<file path="src/rtl/instr_fetch.sv">
// instr_fetch: three-state instruction fetch with IR capture and field decode.
// Optional REQ-state abort counter enabled by defining FETCH_TIMEOUT_EN.
module instr_fetch #(
    parameter int TIMEOUT_CYCLES = 16
) (
    input  logic        clk,
    input  logic        rst,
    input  logic [31:0] pc,
    input  logic        fetch_start,
    input  logic        mem_ready,
    input  logic [31:0] mem_data,
    output logic [31:0] mem_addr,
    output logic        mem_read,
    output logic        busy,
    output logic        ir_valid,
    output logic [31:0] instr,
    output logic [5:0]  opcode,
    output logic [4:0]  rs,
    output logic [4:0]  rt,
    output logic [4:0]  rd,
    output logic [4:0]  shamt,
    output logic [5:0]  funct,
    output logic [15:0] imm16,
    output logic        addr_fault,
    output logic        timeout
);
    typedef enum logic [1:0] {IDLE, REQ, DONE} state_t;
    state_t state;
`ifdef FETCH_TIMEOUT_EN
    localparam int CW = $clog2(TIMEOUT_CYCLES + 1);
    logic [CW-1:0] cnt;
`endif
    always_ff @(posedge clk or posedge rst) begin
        if (rst) begin
            state      <= IDLE;
            mem_addr   <= '0;
            instr      <= '0;
            mem_read   <= 1'b0;
            busy       <= 1'b0;
            ir_valid   <= 1'b0;
            addr_fault <= 1'b0;
`ifdef FETCH_TIMEOUT_EN
            timeout    <= 1'b0;
            cnt        <= '0;
`endif
        end else begin
            ir_valid   <= 1'b0;
            addr_fault <= 1'b0;
`ifdef FETCH_TIMEOUT_EN
            timeout    <= 1'b0;
`endif
            case (state)
                IDLE: if (fetch_start) begin
                    if (pc[1:0] == 2'b00) begin
                        state    <= REQ;
                        mem_addr <= pc;
                        mem_read <= 1'b1;
                        busy     <= 1'b1;
`ifdef FETCH_TIMEOUT_EN
                        cnt      <= '0;
`endif
                    end else begin
                        addr_fault <= 1'b1;
                    end
                end
                REQ: if (mem_ready) begin
                    state    <= DONE;
                    instr    <= mem_data;
                    mem_read <= 1'b0;
                    ir_valid <= 1'b1;
`ifdef FETCH_TIMEOUT_EN
                end else if (cnt == CW'(TIMEOUT_CYCLES - 1)) begin
                    // Limit reached without data: abort, IR keeps its old value
                    state    <= IDLE;
                    mem_read <= 1'b0;
                    busy     <= 1'b0;
                    timeout  <= 1'b1;
                end else begin
                    cnt <= cnt + 1'b1;
`endif
                end
                default: begin
                    state <= IDLE;
                    busy  <= 1'b0;
                end
            endcase
        end
    end
`ifndef FETCH_TIMEOUT_EN
    assign timeout = 1'b0;
`endif
    assign opcode = instr[31:26];
    assign rs     = instr[25:21];
    assign rt     = instr[20:16];
    assign rd     = instr[15:11];
    assign shamt  = instr[10:6];
    assign funct  = instr[5:0];
    assign imm16  = instr[15:0];
endmodule
</file>
<file path="config.mk">
export PLATFORM = sky130hd
export DESIGN_NAME = instr_fetch
export DESIGN_NICKNAME = d
export VERILOG_FILES = /design/src/rtl/instr_fetch.sv
export SDC_FILE = /design/constraint.sdc
export NUM_CORES = 1
export LEC_CHECK = 0
export ABC_AREA = 1
export CAP_MARGIN = 20
export CORE_UTILIZATION = 41
export CTS_CLUSTER_DIAMETER = 50
export DETAILED_ROUTE_END_ITERATION = 10
export PLACE_DENSITY = 0.86
export SLEW_MARGIN = 0
export SYNTH_ARGS = -nofsm -noshare
export SYNTH_HDL_FRONTEND = slang
export SYNTH_SLANG_ARGS = --single-unit
</file>
<file path="constraint.sdc">
create_clock -name clk -period 7.4 [get_ports clk]
set_clock_uncertainty 0.1 [all_clocks]
set_input_delay 1.85 -clock clk [delete_from_list [all_inputs] [get_ports clk]]
set_output_delay 1.85 -clock clk [all_outputs]
set_load 0.005 [all_outputs]
</file>
; After elaboration in Yosys (flattened, before gate mapping)
; Cells that the tools add are included.
[op_classes]
bitwise_logic = 1
n_mux = 14
reduce_logical = 8
eq_ne = 4
[ops]
columns = cell, count
row1 = $reduce_and 3->1, 3
row2 = $mux 1, 8
row3 = $mux 2, 3
row4 = $ne 2x2->1 const B, 3
row5 = $logic_not 2->1, 2
row6 = $pmux 1 s2, 2
row7 = $pmux 2 s2, 1
row8 = $reduce_and 4->1, 1
row9 = $eq 2x1->1 const B, 1
row10 = $reduce_and 2->1, 1
row11 = $reduce_bool 2->1, 1
row12 = $not 1->1, 1
[totals]
in_bits = 68
reg_bits = 70
elab_cells = 34

; Logic depth before layout (Yosys ltp)
; Gate-level depths: netlist of run 1.
[logic_depth]
depth_word = 4
mapped_depth = 7
mapped_depth_nobuf = 6

; Worst setup path after synthesis of run 1
; Ideal clock, no wire load.
[synth_timing]
kind = input-to-reg
start = in pc[1]
end = reg mem_addr[19]
arrival_ns = 2.413
setup_time_ns = 0.117
stages = 6
setup_slack_ns = 4.770
t_required_ns = 7.183
cell_sequence = inv_1 > nand4_2 > buf_6 > buf_6 > nand2_1 > o21ai_2
[synth_between]
elab_chain_len = 2
[synth_lines]
columns = element, line_no
row1 = from (decl), 8  ; input logic [31:0] pc,
row2 = $logic_not 2->1, 54  ; if (pc[1:0] == 2'b00) begin
row3 = $reduce_and 3->1 (no source line), -
row4 = to (signal assigned), 56  ; mem_addr <= pc;
row5 = to (decl), 12  ; output logic [31:0] mem_addr,
; No other way between the ends.
; A chain may end at the register's enable or synchronous reset.

; Final worst setup path of run 1
[layout_timing]
start = in mem_ready
end = reg instr[4]
[layout_between]
elab_chain_len = 1
[layout_lines]
columns = element, line_no
row1 = from (decl), 10  ; input logic mem_ready,
row2 = $reduce_and 2->1 (no source line), -
row3 = to (signal assigned), 68  ; instr <= mem_data;
row4 = to (decl), 16  ; output logic [31:0] instr,
; No other way between the ends.

==> out/metrics.csv, run 1 <==
stage,metric,value,unit
power_and_ir_drop,worst vdd ir,0.000145,V
placement,Placed Cells,569,
clock_tree,Max Root-Sink Buffers,2,
worst_hold_path,hold_sp,mem_read$_DFFE_PP0P_,
global_routing,total grt overflow,0,
cells_and_area,P&R area growth vs syn,52.1,%
yosys,Synth Instances,348,
yosys,"Distinct cells, synth",18,
setup_path,WP data required,7.51,ns
worst_hold_path,hold path cells,2,
power_and_ir_drop,PD cells,277,nW/µm²
routing,TritonRoute pass-1 iters,5,
run_status,status,finished clean,
clock_tree,hold_buf cts,0,
setup_path,"Slowest-stage cell, CP",clkinv_2,
yosys,Yosys warnings,0,
setup_path,CP Cell Sequence,clkdlybuf4s50_1 > nand2_2 > clkinv_2 > nand2_1 > nand2_1,
cells_and_area,ant diodes,0,
yosys,ys flop type,dfrtp_1,
routing,number of routed nets with antenna violations,0,
timing,final worst slack,3.89,ns
placement,pre-CTS setup slack,3.46,ns
timing,post-route clock period utilization,0.474,
timing,FMAX,0.285,GHz
global_routing,number of global-route vias before repair,2519,
routing,WL per Instance,12.7,µm
timing,Worst-Margin Slew,0.853,ns
clock_tree,CTS sink count,70,
clock_tree,TritonCTS Buffers,9,
routing,DRC violations left,0,
routing,vias per cell,4.34,
global_routing,largest net degree at the start of global routing,71,
power_and_ir_drop,Static Leakage,2.37,nW
timing,Final Setup Violations,0,
placement,dpl hpwl,5.52,mm
setup_path,Worst path max stage delay,0.57,ns
timing,RSZ-0062 raised after global routing,no,
global_routing,first-pass GRT wire length,12.0,mm
job,Max-cap violations,0,
clock_tree,CTS tree,done,
die,Site Rows,31,
worst_hold_path,WHS Endpoint,mem_read$_DFFE_PP0P_,
placement,post-place instance area,4670,µm²
clock_tree,worst skew pair latency,0.32,ns
yosys,syn_nets,416,
yosys,share of the yosys chip area belonging to registers,0.550,
cells_and_area,nets,550,
routing,via count,2536,
worst_hold_path,Hold Crit Class,reg -> reg,
timing,slew margin rel.,0.431,
setup_path,Crit Path Class,in -> reg,
timing,min Tclk post-route,3.51,ns
die,core area,7370,µm²
placement,gpl congestion,0.764,
routing,DR iter-0 viols,61,
cells_and_area,finished layout cell area,4850,µm²
setup_path,Worst R2R Setup Slack,5.34,ns
clock_tree,Clock Root Buffer,clkbuf_8,
die,io pins,185,
yosys,flop and latch count out of synthesis,70,
global_routing,initial antenna violation count,0,
clock_tree,Worst-path clk slew,0.06,ns
setup_path,worst r2r path cells,6,
power_and_ir_drop,total chip power,1.34,mW
yosys,synthesized cell area,3190,µm²
die,die width,90.2,µm
timing,setup_tns,0,ns
setup_path,"most used cell, CP",nand2_1,
global_routing,GRT Total Usage,0.187,
setup_path,worst reg2reg startpoint,state[0]$_DFFE_PP0P_,
setup_path,R2R Path End,instr[4]$_DFFE_PP0P_,
die,die area,8130,µm²
die,Initial Util,0.432,
die,die height,90.2,µm
cells_and_area,Final Util,0.658,
timing,Final Hold Vio Count,0,
yosys,Mean Syn Cell Area,9.16,µm²
timing,Final Max Tran Viols,0,
setup_path,Worst EP arrival,3.62,ns
clock_tree,PostCTS Resize Cnt,0,
yosys,async set-or-reset flop fraction in the synthesized netlist,1.00,
setup_path,crit-path max FO,34,
cells_and_area,share of post-route cells with drive strength above 1,0.0825,
setup_path,Critical Path Start Type,input port,
routing,final WL,7.40,mm
clock_tree,post-CTS setup buffer count,0,
timing,WHS,0.384,ns
yosys,"EDFF count, synth",0,
placement,Port-buffer cells,183,
cells_and_area,non-filler instance count after layout,584,
clock_tree,H-tree levels,3,
setup_path,CP endpoint kind,flip-flop,
-- cells in the final DEF (no fill, tap or decap) --
| cell type | count |
|---|---|
| clkdlybuf4s50_1 | 183 |
| buf_4 | 1 |
| buf_12 | 1 |
| a21oi_1 | 1 |
| nand2_2 | 1 |
| nor2_1 | 1 |
| o21ai_1 | 10 |
| nand3_1 | 1 |
| inv_2 | 1 |
| clkbuf_8 | 10 |
| nand4_4 | 1 |
| conb_1 | 1 |
| clkinv_2 | 3 |
| o21ai_2 | 20 |
| clkbuf_1 | 2 |
| inv_1 | 38 |
| nand2_1 | 137 |
| dfrtp_1 | 70 |
| nand3b_1 | 1 |
| nor2_2 | 2 |
-- synth_stat cells (2+ instances only) --
cell | count | area (µm²)
nand2_1 | 137 | 514
buf_4 | 49 | 368
buf_2 | 3 | 15.0
o21ai_2 | 20 | 175
buf_6 | 9 | 101
inv_1 | 39 | 146
dfrtp_1 | 70 | 1750
nor2_2 | 2 | 12.5
o21ai_1 | 10 | 50.1
-- power breakdown --
| part | switching [mW] | total [mW] | internal [mW] |
|---|---|---|---|
| sequential | 0.0753 | 0.554 | 0.478 |
| combinational | 0.168 | 0.536 | 0.368 |
| clock | 0.124 | 0.250 | 0.126 |
| total | 0.368 | 1.34 | 0.973 |
-- metal layers --
layer / part of all wire / global-route usage
met3: 0.066 / 0.0440
met4: 0.0099 / 0.0685
met2: 0.53 / 0.346
met1: 0.40 / 0.207
met5: 0 / 0
-- area by class of cell --
cell class / count / area (µm²)
multi-input cells: 176 / 805
fillers: 599 / 2520
repair buffers: 185 / 1860
clock buffers: 12 / 145
flip-flops and latches: 70 / 1750
clock inverters: 2 / 10.0
inverters: 40 / 151
well taps: 99 / 124
-- state kept, by name, summed over array words and instances (netlist names) --
signal      cells
addr_fault      1
busy            1
instr          32
ir_valid        1
mem_addr       32
mem_read        1
state           2
-- critical path, delay by kind of cell --
kind | cells | cell delay (ns)
buffers and inverters | 2 | 1.01
and+or+nand+nor | 3 | 0.75
-- worst max path at each step --
stage              start                     to  slack, ns  cells after the start
2_1_floorplan        rst   addr_fault$_DFF_PP0_       3.68                      1
5_1_grt        mem_ready  instr[22]$_DFFE_PP0P_       3.72                      5
4_1_cts        mem_ready   instr[4]$_DFFE_PP0P_       3.82                      5
3_5_place_dp   mem_ready   instr[4]$_DFFE_PP0P_       3.46                      5
6_report       mem_ready   instr[4]$_DFFE_PP0P_       3.89                      5
3_3_place_gp   mem_ready  instr[22]$_DFFE_PP0P_       3.49                      5
-- cells by family after synthesis --
| kind of cell | Yosys count | synth area share |
|---|---|---|
| compound gates | 31 | 0.0722 |
| buf+inv | 102 | 0.201 |
| flops | 70 | 0.550 |
| other cells | 1 | 0.00118 |
| simple gates | 144 | 0.176 |
Note: power is estimated with default switching activity, not from simulation.
==> run 2, diff against run 1 <==
Settings changed: CORE_UTILIZATION 41 to 34, PLACE_DENSITY 0.86 to 0.76.
Clock period 7.4 ns to 2.9 ns, I/O delays scaled along.
==> out/metrics.csv, run 2 (synthesized netlist as in run 1, its figures left out) <==
stage,metric,value,unit,change
run_status,status,finished clean,,
job,Max-cap violations,0,,unchanged
timing,post-route clock period utilization,0.723,,
setup_path,crit-path max FO,4,,-88%
cells_and_area,P&R area growth vs syn,53.4,%,
placement,Port-buffer cells,183,,unchanged
setup_path,Worst R2R Setup Slack,1.39,ns,-3.95 ns
worst_hold_path,hold path cells,2,,unchanged
routing,vias per cell,4.31,,-0.78%
die,core area,8890,µm²,+21%
clock_tree,hold_buf cts,0,,unchanged
clock_tree,CTS tree,done,,
die,io pins,185,,unchanged
routing,DR iter-0 viols,52,,-15%
setup_path,Buf/Inv on CP,1,,-1
die,die area,9760,µm²,+20%
timing,setup_tns,0,ns,unchanged
clock_tree,CTS sink count,70,,unchanged
routing,final WL,7.44,mm,+0.62%
cells_and_area,area taken by multi-input logic gates,805,µm²,unchanged
die,die height,98.8,µm,+9.6%
power_and_ir_drop,Static Leakage,2.38,nW,+0.54%
global_routing,initial antenna violation count,0,,unchanged
routing,via count,2568,,+1.3%
setup_path,CP endpoint kind,output port,,
worst_hold_path,hold_sp,busy$_DFFE_PP0P_,,
clock_tree,H-tree levels,3,,unchanged
routing,DRC violations left,0,,unchanged
cells_and_area,nets,551,,+0.18%
setup_path,Worst path max stage delay,0.54,ns,-0.03 ns
cells_and_area,most frequent cells in the layout,"clkdlybuf4s50_1 (183), nand2_1 (137), dfrtp_1 (70)",,
cells_and_area,Sequential Area,1750,µm²,unchanged
setup_path,Top delay family on crit path,buffers and inverters,,
setup_path,WP data required,2.08,ns,-5.43 ns
timing,Final Hold Vio Count,0,,unchanged
global_routing,GRT Total Usage,0.160,,-0.0266
clock_tree,TritonCTS Buffers,9,,unchanged
timing,final worst slack,0.803,ns,-3.09 ns
setup_path,Critical Path Start Type,flip-flop,,
global_routing,largest net degree at the start of global routing,71,,unchanged
placement,post-place instance area,4720,µm²,+1.1%
clock_tree,Max Root-Sink Buffers,2,,unchanged
global_routing,number of global-route vias before repair,2627,,+4.3%
clock_tree,Clock Root Buffer,clkbuf_8,,
global_routing,total grt overflow,0,,unchanged
clock_tree,Worst-path clk slew,0.07,ns,about the same
timing,Final Max Tran Viols,0,,unchanged
clock_tree,PostCTS Resize Cnt,0,,unchanged
setup_path,worst r2r path cells,5,,-1
die,Initial Util,0.358,,-0.0740
placement,pre-CTS setup slack,0.723,ns,-2.73 ns
setup_path,CP Cell Sequence,clkdlybuf4s50_1,,
setup_path,Worst EP arrival,1.27,ns,-2.35 ns
setup_path,"Slowest-stage cell, CP",clkdlybuf4s50_1,,
timing,min Tclk post-route,2.10,ns,
setup_path,worst reg2reg startpoint,state[0]$_DFFE_PP0P_,,
setup_path,R2R Path End,mem_addr[28]$_DFFE_PP0P_,,
cells_and_area,"commonest non-fill, non-tap cell in the layout",clkdlybuf4s50_1,,
routing,number of routed nets with antenna violations,0,,unchanged
worst_hold_path,WHS Endpoint,busy$_DFFE_PP0P_,,
cells_and_area,share of post-route cells with drive strength above 1,0.0881,,+0.00564
routing,TritonRoute pass-1 iters,4,,-1
placement,dpl hpwl,5.49,mm,-0.71%
routing,WL per Instance,12.5,µm,-1.4%
timing,RSZ-0062 raised after global routing,no,,
die,die width,98.8,µm,+9.6%
placement,gpl congestion,0.697,,-8.8%
power_and_ir_drop,worst vdd ir,0.000336,V,+130%
clock_tree,worst skew pair latency,0.32,ns,about the same
global_routing,first-pass GRT wire length,12.3,mm,+2.8%
power_and_ir_drop,PD cells,708,nW/µm²,+160%
timing,Final Setup Violations,0,,unchanged
cells_and_area,finished layout cell area,4890,µm²,+0.90%
cells_and_area,biggest regs,"instr x32, mem_addr x32, state x2",,
die,Site Rows,34,,+9.7%
cells_and_area,ant diodes,0,,unchanged
cells_and_area,Final Util,0.550,,-0.108
worst_hold_path,Hold Crit Class,reg -> reg,,
timing,FMAX,0.477,GHz,
clock_tree,post-CTS setup buffer count,0,,unchanged
setup_path,Crit Path Class,reg -> out,,
cells_and_area,fill cell count,800,,+34%
[run 2: cell types whose count changed in the layout (fill, tap and decap cells not counted), sizes merged]
cell and delta:
clkinvlp +1, clkinv +1, buf +1
[run 2: per-layer routing]
layer | global-route usage | wire length (µm)
met1 | 0.174 | 2910
met2 | 0.299 | 3970
met3 | 0.0426 | 479
met4 | 0.0574 | 76
met5 | 0 | 0
[run 2: stage by stage]
stage	std cells	power, mW	hold slack [ns]
floorplan	348	2.03	0.360
global placement	580	2.78	0.361
detailed placement	580	2.82	0.364
CTS	596	3.52	0.385
global route	596	3.69	0.413
finish	596	3.46	0.381
[run 2: worst max path at each step]
stage / end / from / cells after the start
after global routing: funct[3] / instr[3]$_DFFE_PP0P_ / 1
after global placement: mem_addr[25]$_DFFE_PP0P_ / fetch_start / 5
final: instr[13] / instr[13]$_DFFE_PP0P_ / 1
after CTS: instr[13] / instr[13]$_DFFE_PP0P_ / 1
after floorplan: addr_fault$_DFF_PP0_ / rst / 1
after detailed placement: mem_addr[24]$_DFFE_PP0P_ / fetch_start / 5
[run 2: area by class of cell]
cell class / count / share of cell area
Clock inverter: 4 / 0.00461
Tap cell: 108 / 0.0276
Inverter: 40 / 0.0310
Timing Repair Buffer: 186 / 0.384
Multi-Input combinational cell: 176 / 0.165
Clock buffer: 12 / 0.0297
Sequential cell: 70 / 0.358
[run 2: report_power, final]
part / switching (mW) / internal (mW)
Combinational: 0.430 / 0.943
Sequential: 0.194 / 1.22
Clock: 0.347 / 0.330
Total: 0.971 / 2.49
==> patch (settings of run 1) <==
Add a define of `FETCH_TIMEOUT_EN`.
--- a/src/rtl/instr_fetch.sv
+++ b/src/rtl/instr_fetch.sv
@@ -1,4 +1,6 @@
 // instr_fetch: three-state instruction fetch with IR capture and field decode.
 // Optional REQ-state abort counter enabled by defining FETCH_TIMEOUT_EN.
+`define FETCH_TIMEOUT_EN
+
 module instr_fetch #(
     parameter int TIMEOUT_CYCLES = 16
Formal check against the unedited RTL: no difference found for any inputs over 10 cycles, from zero or initial values and one cycle with rst high; that may be too few to reach the edited logic, so the function may still have changed.
==> patch against run 1 <==
  * Final cell count is 10% higher
  * Clock power is 38% higher
  * Cell area is 7.3% higher
  * Wire length is 16% higher
  * Sequential cell count is 6 higher
  * Worst setup slack worse by 0.092 ns
  * Area after synthesis is 8.0% higher
  * First-iteration DRC count is 110% higher
  * Total power is 59% higher
  * Fmax is 2.6% lower
  * Die area is 7.8% higher
  * Critical path type unchanged
  * Largest cell class is now registers
  * Highest routed layer unchanged
==> patch: results (changes against run 1) <==
| Metric | Value |
|---|---|
| Commonest cells post-synth | nand2_1, dfrtp_1, buf_4, nand3_1, nor2_1 |
| Combinational power | 1.05 mW (+96%) |
| Worst setup path end | cnt[1] |
| Fin Hold WS | 0.374 ns (-0.00974 ns) |
| Worst path max stage delay | 0.62 ns (+0.05 ns) |
| Least-Margin Pin Slew | 0.944 ns (+0.0910 ns) |
| Fill cells | 680 (+14%) |
| Syn Nets | 471 (+13%) |
| Top flop regs | instr (32), mem_addr (32), cnt (5) |
| Syn_area_per_cell | 8.61 um^2 (-6.0%) |
| Hold Path Origin | mem_addr[14] |
| Met3 wire length | 744 um (+52%) |
| VDD IR-drop max | 0.000189 V (+30%) |
| Final worst slack | 3.80 ns (-0.0922 ns) |
| Worst-path maximum fanout | 36 (+5.9%) |
| Crit-path slowest cell | inv_2 |
| 1st-iter DRT viols | 128 (+110%) |
| Routed WL | 8550 um (+16%) |
| Final HPWL DP | 6130 um (+11%) |
| Met1 WL | 3410 um (+16%) |
| R2r setup slk | 4.73 ns (-0.61 ns) |
| FF-to-FF path depth | 5 (-1) |
| Reg2reg end | mem_addr[13] |
| Leakage | 2.52 nW (+6.6%) |
| P_sw | 0.715 mW (+95%) |
| Met3 usage | 6.26% (+1.9 points) |
| Seq/Total Area, Yosys | 55.3% (+0.29 points) |
| GR Util met1 | 23.1% (+2.4 points) |
| Placed Cells | 627 (+10%) |
| Vias in the first global route | 2843 (+13%) |
| Global Route Usage Sum | 20.0% (+1.3 points) |
| Routed wl met2 | 4240 um (+9.2%) |
| Worst Hold Path EP | mem_addr[14] |
| Outcome | finished clean |
| Share of layout cells above drive strength 1 | 4.46% (-3.8 points) |
| GP Congestion | 0.796 (+4.2%) |
| Worst path arrival time | 3.78 ns (+0.16 ns) |
| Nets@finish | 604 (+9.8%) |
| Via/cell ratio | 4.63 (+6.7%) |
| Placed inst area | 0.00498 mm^2 (+6.6%) |
| First-pass GRT wire length | 13400 um (+12%) |
| Non-Filler Instances | 643 (+10%) |
| Pwr Total | 2.13 mW (+59%) |
| Met2 Use GR | 34.3% (-0.35 points) |
| Pin count of the biggest net entering global routing | 77 (+8.5%) |
-- patch: cell count changes after synthesis, moves of 3 or more --
cell      change
nand2_1      +48
nand3_1      +37
inv_1        -28
o21ai_2      -20
nor2_1       +11
o21ai_1      -10
buf_6         -9
dfrtp_1       +6
buf_4         +5
clkbuf_1      +5
ha_1          +3
o21ai_0       +3
-- patch: logic make-up after synthesis --
logic type	share of synthesized area, %
buffers and inverters	14.3
adder cells (fa/ha/maj)	1.09
AO/OA/AOI/OAI	0.436
AND/OR/NAND/NOR	28.9
flip-flops	55.3
-- patch: area by class of cell --
type                    instances  area (um^2)  share of cell area [%]
multi-input cells             248         1050                    20.2
clock buffers                  12          145                    2.79
clock inverters                 4         72.6                    1.40
repair buffers                185         1850                    35.6
well taps                     105          131                    2.53
inverters                      13         50.0                   0.963
flip-flops and latches         76         1900                    36.6
